$ cat config.mk
export PLATFORM = sky130hd
export DESIGN_NAME = in_buffer_flat
export DESIGN_NICKNAME = d
export VERILOG_FILES = /design/src/rtl/in_buffer_if.sv /design/src/rtl/in_buffer.sv /design/src/flat_wrapper.sv
export SDC_FILE = /design/constraint.sdc
export NUM_CORES = 2
export LEC_CHECK = 0
export ABC_CLOCK_PERIOD_IN_PS = 33200
export CAP_MARGIN = 10
export CELL_PAD_IN_SITES_DETAIL_PLACEMENT = 0
export CELL_PAD_IN_SITES_GLOBAL_PLACEMENT = 1
export CORE_AREA = 2 2 267 269
export DETAILED_ROUTE_END_ITERATION = 16
export DIE_AREA = 0 0 269 271
export PLACE_DENSITY_LB_ADDON = 0.12
export SLEW_MARGIN = 25
export SYNTH_ARGS = -nofsm -noshare
export SYNTH_HDL_FRONTEND = slang
export SYNTH_SLANG_ARGS = --single-unit
$ cat constraint.sdc
create_clock -name clk -period 33.2 [get_ports clk]
set_input_delay 4.98 -clock clk [delete_from_list [all_inputs] [get_ports clk]]
set_output_delay 4.98 -clock clk [all_outputs]
set_load 0.02 [all_outputs]
$ cat src/rtl/in_buffer_if.sv
// Host-side word bus and 3DES-core block handshake for the input packer.
interface in_buffer_if #(
    parameter int DEPTH = 24,
    parameter int CW    = $clog2(DEPTH + 1)
);
    logic [31:0]   data_in;
    logic          data_in_write;
    logic          block_read;
    logic          clear;
    logic [63:0]   data_out;
    logic          block_valid;
    logic [CW-1:0] count;
    logic          full;
    logic          overflow;
    logic          underflow;

    modport master (
        output data_in, data_in_write, block_read, clear,
        input  data_out, block_valid, count, full, overflow, underflow
    );

    modport slave (
        input  data_in, data_in_write, block_read, clear,
        output data_out, block_valid, count, full, overflow, underflow
    );
endinterface

$ cat src/rtl/in_buffer.sv
// Circular 32-bit word FIFO that packs word pairs into 64-bit blocks;
// first word received lands in block bits [31:0].
module in_buffer #(
    parameter int DEPTH = 24
) (
    input  logic         clk,
    input  logic         rst,
    in_buffer_if.slave   bus
);
    localparam int CW = $clog2(DEPTH + 1);
    localparam int PW = $clog2(DEPTH);

    logic [31:0]   mem [DEPTH];
    logic [PW-1:0] rd_ptr, wr_ptr, rd_hi;
    logic [CW-1:0] count_q;
    logic          ovf_q, udf_q;
    logic          valid, pop, push;

    assign valid = (count_q >= CW'(2));
    assign pop   = bus.block_read & valid;
    // A same-cycle pop frees a slot, so a write while full still lands.
    assign push  = bus.data_in_write & ((count_q < CW'(DEPTH)) | pop);
    assign rd_hi = (rd_ptr == PW'(DEPTH - 1)) ? '0 : rd_ptr + 1'b1;

    always_ff @(posedge clk or posedge rst) begin
        if (rst) begin
            for (int i = 0; i < DEPTH; i++) mem[i] <= '0;
            rd_ptr  <= '0;
            wr_ptr  <= '0;
            count_q <= '0;
            ovf_q   <= 1'b0;
            udf_q   <= 1'b0;
        end else if (bus.clear) begin
            rd_ptr  <= '0;
            wr_ptr  <= '0;
            count_q <= '0;
            ovf_q   <= 1'b0;
            udf_q   <= 1'b0;
        end else begin
            if (push) begin
                mem[wr_ptr] <= bus.data_in;
                wr_ptr      <= (wr_ptr == PW'(DEPTH - 1)) ? '0 : wr_ptr + 1'b1;
            end
            if (pop)
                rd_ptr <= (rd_ptr >= PW'(DEPTH - 2)) ? '0 : rd_ptr + PW'(2);
            case ({push, pop})
                2'b10:   count_q <= count_q + 1'b1;
                2'b01:   count_q <= count_q - CW'(2);
                2'b11:   count_q <= count_q - 1'b1;
                default: count_q <= count_q;
            endcase
            if (bus.data_in_write & ~push) ovf_q <= 1'b1;
            if (bus.block_read & ~valid)   udf_q <= 1'b1;
        end
    end

    assign bus.data_out    = valid ? {mem[rd_hi], mem[rd_ptr]} : 64'h0;
    assign bus.block_valid = valid;
    assign bus.count       = count_q;
    assign bus.full        = (count_q == CW'(DEPTH));
    assign bus.overflow    = ovf_q;
    assign bus.underflow   = udf_q;
endmodule

$ cat src/flat_wrapper.sv
// flat-port wrapper written by rule: the top's interface ports become plain ports
module in_buffer_flat 
#(
    parameter int DEPTH = 24
)
  (clk, rst, bus_data_in, bus_data_in_write, bus_block_read, bus_clear, bus_data_out, bus_block_valid, bus_count, bus_full, bus_overflow, bus_underflow);
  in_buffer_if #(.DEPTH(DEPTH)) bus_i ();
  input  logic clk;
  input  logic rst;
  input wire logic [$bits(bus_i.data_in)-1:0] bus_data_in;
  input wire logic [$bits(bus_i.data_in_write)-1:0] bus_data_in_write;
  input wire logic [$bits(bus_i.block_read)-1:0] bus_block_read;
  input wire logic [$bits(bus_i.clear)-1:0] bus_clear;
  output wire logic [$bits(bus_i.data_out)-1:0] bus_data_out;
  output wire logic [$bits(bus_i.block_valid)-1:0] bus_block_valid;
  output wire logic [$bits(bus_i.count)-1:0] bus_count;
  output wire logic [$bits(bus_i.full)-1:0] bus_full;
  output wire logic [$bits(bus_i.overflow)-1:0] bus_overflow;
  output wire logic [$bits(bus_i.underflow)-1:0] bus_underflow;
  assign bus_i.data_in = bus_data_in;
  assign bus_i.data_in_write = bus_data_in_write;
  assign bus_i.block_read = bus_block_read;
  assign bus_i.clear = bus_clear;
  assign bus_data_out = bus_i.data_out;
  assign bus_block_valid = bus_i.block_valid;
  assign bus_count = bus_i.count;
  assign bus_full = bus_i.full;
  assign bus_overflow = bus_i.overflow;
  assign bus_underflow = bus_i.underflow;
  in_buffer #(.DEPTH(DEPTH)) u_core (.clk(clk), .rst(rst), .bus(bus_i));
endmodule
Word-level counts from Yosys, hierarchy flattened
Index checks and enable logic that the tools add are counted.

cells by class
  add/subtract/negate cells = 6
  order comparisons = 7
  equal/unequal tests = 6
  multiplexer cells = 23
  bitwise logic cells = 11
  reduce and logical (&&, ||, !) cells = 7

operators by type and width
  cell                   number
  $bwmux W768            1
  $bmux W32 S5           2
  $demux W32 S5          1
  $mux W32               5
  $mux W64               1
  $mux W5                8
  $ge A6 B6 Y1 const B   3
  $not A5 Y6             3
  $add A5 B1 Y5 const B  3
  $eq A5 B5 Y1 const B   3
  $pmux W5 S3            1
  $reduce_bool A2 Y1     4
  $lt A6 B1 Y1 const B   1
  $add A5 B2 Y5 const B  1
  $ge A5 B2 Y1 const B   1
  $ge A5 B5 Y1 const B   1
  $lt A5 B5 Y1 const B   1
  $sub A5 B1 Y5 const B  1
  $sub A5 B2 Y5 const B  1
  $and A1 B1 Y1          4
  $eq A2 B2 Y1 const B   2
  $mux W1                4
  $reduce_bool A4 Y1     1
  $not A1 Y1             3
  other kinds (4)        4

storage, ports and cells
  register bits after elaboration = 785
  input bits = 37
  output and inout bits = 73
  logic and storage cells = 89

Logic depth before layout (Yosys ltp)
  depth after elaboration = 8
  mapped depth = 14
  gate-level depth less buffers = 12

Worst setup path before layout
No wires, ideal clock.

  path kind = reg-to-output
  start point = register u_core.count_q[2] (netlist: u_core.bus.count[2])
  end point = output port bus_data_out[12]
  arrival = 2.184 ns
  data required time = 28.220 ns
  path slack = 26.036 ns
  stages on the path, launching flop included = 9
  path buffers = 3
  cells stage by stage = dfrtp_1 clkbuf_1 inv_1 ha_1 nor2b_1 nor4_1 clkbuf_1 clkbuf_1 a211oi_1

on the way
  word-level cells in the longest chain between the ends = 2

ends and longest elaborated chain
  item                    RTL line            source
  from (decl)             in_buffer.sv:15     logic [CW-1:0] count_q;
  from (signal assigned)  in_buffer.sv:47     2'b10: count_q <= count_q + 1'b1;
  from (signal assigned)  in_buffer.sv:48     2'b01: count_q <= count_q - CW'(2);
  from (signal assigned)  in_buffer.sv:49     2'b11: count_q <= count_q - 1'b1;
  $ge A5 B2 Y1            in_buffer.sv:19     assign valid = (count_q >= CW'(2));
  $mux W64                in_buffer.sv:57     assign bus.data_out = valid ? {mem[rd_hi], mem[rd_ptr]} : 64'h0;
  to (decl)               flat_wrapper.sv:14  output wire logic [$bits(bus_i.data_out)-1:0] bus_data_out;

Every way passes these cells.

Final worst setup path
  start point = register u_core.rd_ptr[1]
  end point = output port bus_data_out[33]

on the way
  word-level cells in the longest chain between the ends = 7
  elaborated cells between the ends (all ways) = 8
  classes of those cells = 1 x add/sub; 1 x eq/ne; 5 x mux; 1 x bitwise

ends and longest elaborated chain
  item                                                  RTL line         source
  from (decl)                                           in_buffer.sv:14  logic [PW-1:0] rd_ptr, wr_ptr, rd_hi;
  from (signal assigned)                                in_buffer.sv:45  rd_ptr <= (rd_ptr >= PW'(DEPTH - 2)) ? '0 : rd_ptr + PW'(2);
  $add A5 B1 Y5 / $eq A5 B5 Y1 (equally long branches)  in_buffer.sv:23  assign rd_hi = (rd_ptr == PW'(DEPTH - 1)) ? '0 : rd_ptr + 1'b1;
  $mux W5 (*)                                           in_buffer.sv:23
  $not A5 Y6 (not written as such) (*)                  in_buffer.sv:57
  $bmux W32 S5 (*)                                      in_buffer.sv:57
  $mux W32 (not written as such) (*) (2 in series)      in_buffer.sv:57
  $mux W64 (*)                                          in_buffer.sv:57

Every way passes the cells marked *; elsewhere a longest branch is shown, timed or not. The select of a mux whose other input is x is not followed.

==> reports/summary.txt <==
clk sinks - 784
post-CTS sizing - 0
CP Cell Sequence - buf_4 -> buf_4 -> mux4_2 -> nor2b_1 -> a211oi_1 -> a211oi_1 -> clkdlybuf4s50_1
fin crit share - 30.1%
Synth async-reset ratio - 100%
minimum clock period - 10010 ps
Clock Skew - 23.7 ps
Peak VDD IR - 0.0533 mV
Initial DRC Count - 1291
dominant synthesized flop cell - dfrtp_1
Yosys reg bits - 784
cts bufs inserted - 85
sum of negative setup slack - 0 ps
grt total ovfl - 0
WP data arrival - 5030 ps
Final ANT Viol Nets - 0
Max stage delay cell, worst path - buf_4
Worst EP required - 28220 ps
die area - 0.0729 mm^2
slew margin rel. - 30.4%
slack of the critical path - 23190 ps
antenna violations before repair - 2
wire per inst - 26.0 um
Setup-failing EPs final - 0
RSZ-0062 raised after global routing - no
vias per cell - 6.08
Post-Place Cells - 3236
Slew Limit Fails - 0
pin count of the biggest net entering global routing - 105
Yosys cell types - 53
crit-path max cell delay - 820 ps
Post-CTS Setup Bufs - 0
post-synthesis sequential area ratio - 53.5%
Initial Util - 52.6%
DR DRC count - 0
status - complete, no violations
critical-path maximum fanout - 42
clock tree buffer depth - 3
synthesized area per cell - 15.4 um^2
number of H-tree levels - 3
width of the die - 269 um
final WL - 88200 um
vias in the first global route - 22171
via count - 20596
antenna cells - 0
Post-Syn Nets - 2431
yosys warns - 0
Max Cap Viol - 0
die height - 271 um
CORE AREA - 0.0698 mm^2
pre-CTS WS - 23020 ps
Synth Instances - 2383
final hold vios - 0
WS Path Type - register to primary output
crit path launch type - register
commonest non-fill, non-tap cells in the layout - dfrtp_1 (780), mux2_2 (707), mux4_2 (192)
gr usage total - 25.0%
Max Clk Rate - 99.9 MHz
drt pass-1 iters - 4
Post-Layout Cell Count - 3386
Pwr Density - 64.1 mW/mm^2
worst hold-check path type - register to register
input/output buffers - 109
# rows - 97
first-pass GRT wire length - 137000 um
Worst-Margin Slew - 1040 ps
commonest non-fill, non-tap cell in the layout - dfrtp_1
cts hold-fix bufs - 0
GP Congestion - 0.737
Area Growth Syn to Fin - 11.4%
clk_lat worst skew - 630 ps
Nets - 2432
I/O pins - 110
layout cells sized above 1 - 45.6%
final core occ - 58.6%
LEAKAGE - 0.0191 uW
EDFF count, synth - 0
Setup crit end kind - primary output
Root Buffer - clkbuf_16
Mapped Area - 0.0367 mm^2
CTS tree - done
dpl hpwl - 48600 um
Tot Pwr - 2620 uW
CTS clk-pin slew, worst paths - 60 ps
# fillers - 5468
==> registers in the layout, indices dropped and copies added, names as in the netlist <==
| register | cells |
|---|---|
| u_core.mem | 768 |
| u_core.bus.count | 5 |
| u_core.wr_ptr | 5 |
| u_core.rd_ptr | 4 |
| u_core.bus.overflow | 1 |
| u_core.bus.underflow | 1 |
==> report_power, final <==
| part | internal (uW) | switching, uW |
|---|---|---|
| Sequential | 1010 | 42.5 |
| Clock | 548 | 379 |
| Combinational | 304 | 339 |
| Total | 1860 | 761 |
==> layout make-up <==
type | count | area (um^2) | share of cell area (%)
Multi-Input combinational cell | 1348 | 15800 | 38.6
Tap cell | 940 | 1180 | 2.88
Clock inverter | 19 | 150 | 0.367
Inverter | 10 | 45.0 | 0.110
Timing Repair Buffer | 155 | 1490 | 3.64
Sequential cell | 784 | 19600 | 48.0
Clock buffer | 130 | 2610 | 6.39
==> worst max-delay path, delay by kind of cell, from the launching register on <==
family                 cells  cell delay, ps
muxes                      1             360
DFF                        1             750
and+or+nand+nor            1             130
buffers and inverters      3            2320
AOI/OAI and AO/OA          2             740
==> metrics by stage <==
step | cell area [um^2] | hold WS (ps)
floorplan | 36700 | 452
global placement | 38100 | 462
detailed placement | 38100 | 471
CTS | 40800 | 484
global route | 40900 | 492
finish | 40900 | 481
==> cell families after synthesis <==
group,synth area share (%)
AND/OR/NAND/NOR,3.70
adder cells (fa/ha/maj),0.375
AO/OA/AOI/OAI,3.22
XOR/XNOR,0.0955
buffers and inverters,3.74
multiplexers,35.4
flip-flops,53.5
==> metal layers <==
| metal | vias up | global-route usage (%) | wire length [um] |
|---|---|---|---|
| met5 | - | 0 | 27 |
| met2 | 382 | 41.5 | 43900 |
| met1 | 11233 | 34.4 | 39000 |
| li1 | 8845 | - | - |
| met4 | 4 | 6.52 | 1840 |
| met3 | 132 | 3.77 | 3470 |
==> Yosys cell counts (all sizes together), types with 2 or more instances <==
library cell | instances | area share, %
mux4 | 192 | 12
xor2 | 3 | 0.072
o211ai | 2 | 0.041
ha | 11 | 0.38
or3 | 2 | 0.034
o31ai | 2 | 0.041
and4b | 3 | 0.082
clkbuf | 117 | 1.2
mux2i | 2 | 0.055
a221oi | 2 | 0.048
a211oi | 128 | 2.6
nor3b | 3 | 0.10
nand2b | 66 | 1.1
inv | 10 | 0.10
a21oi | 13 | 0.18
o21ai | 4 | 0.055
buf | 124 | 2.4
nand2 | 28 | 0.41
and3 | 3 | 0.051
nand3 | 5 | 0.068
a211o | 2 | 0.048
mux2 | 768 | 24
nand4 | 2 | 0.034
nor3 | 4 | 0.085
dfrtp | 784 | 53
and2 | 2 | 0.038
nor2b | 76 | 1.3
nor2 | 8 | 0.082
==> final timing paths <==
path,start,slack (ps),cells past startpoint,endpoint
max reg2reg,u_core.bus.count[2],29760,12,u_core.bus.count[4]
min reg2reg,u_core.mem[115],480,1,u_core.mem[115]
max in group asynchronous,rst,24830,6,u_core.mem[674]
min,u_core.mem[115],480,1,u_core.mem[115]
max,u_core.rd_ptr[1],23190,7,bus_data_out[33]
min in group asynchronous,rst,4880,2,u_core.mem[388]
Power figures use the tool's default switching activity.
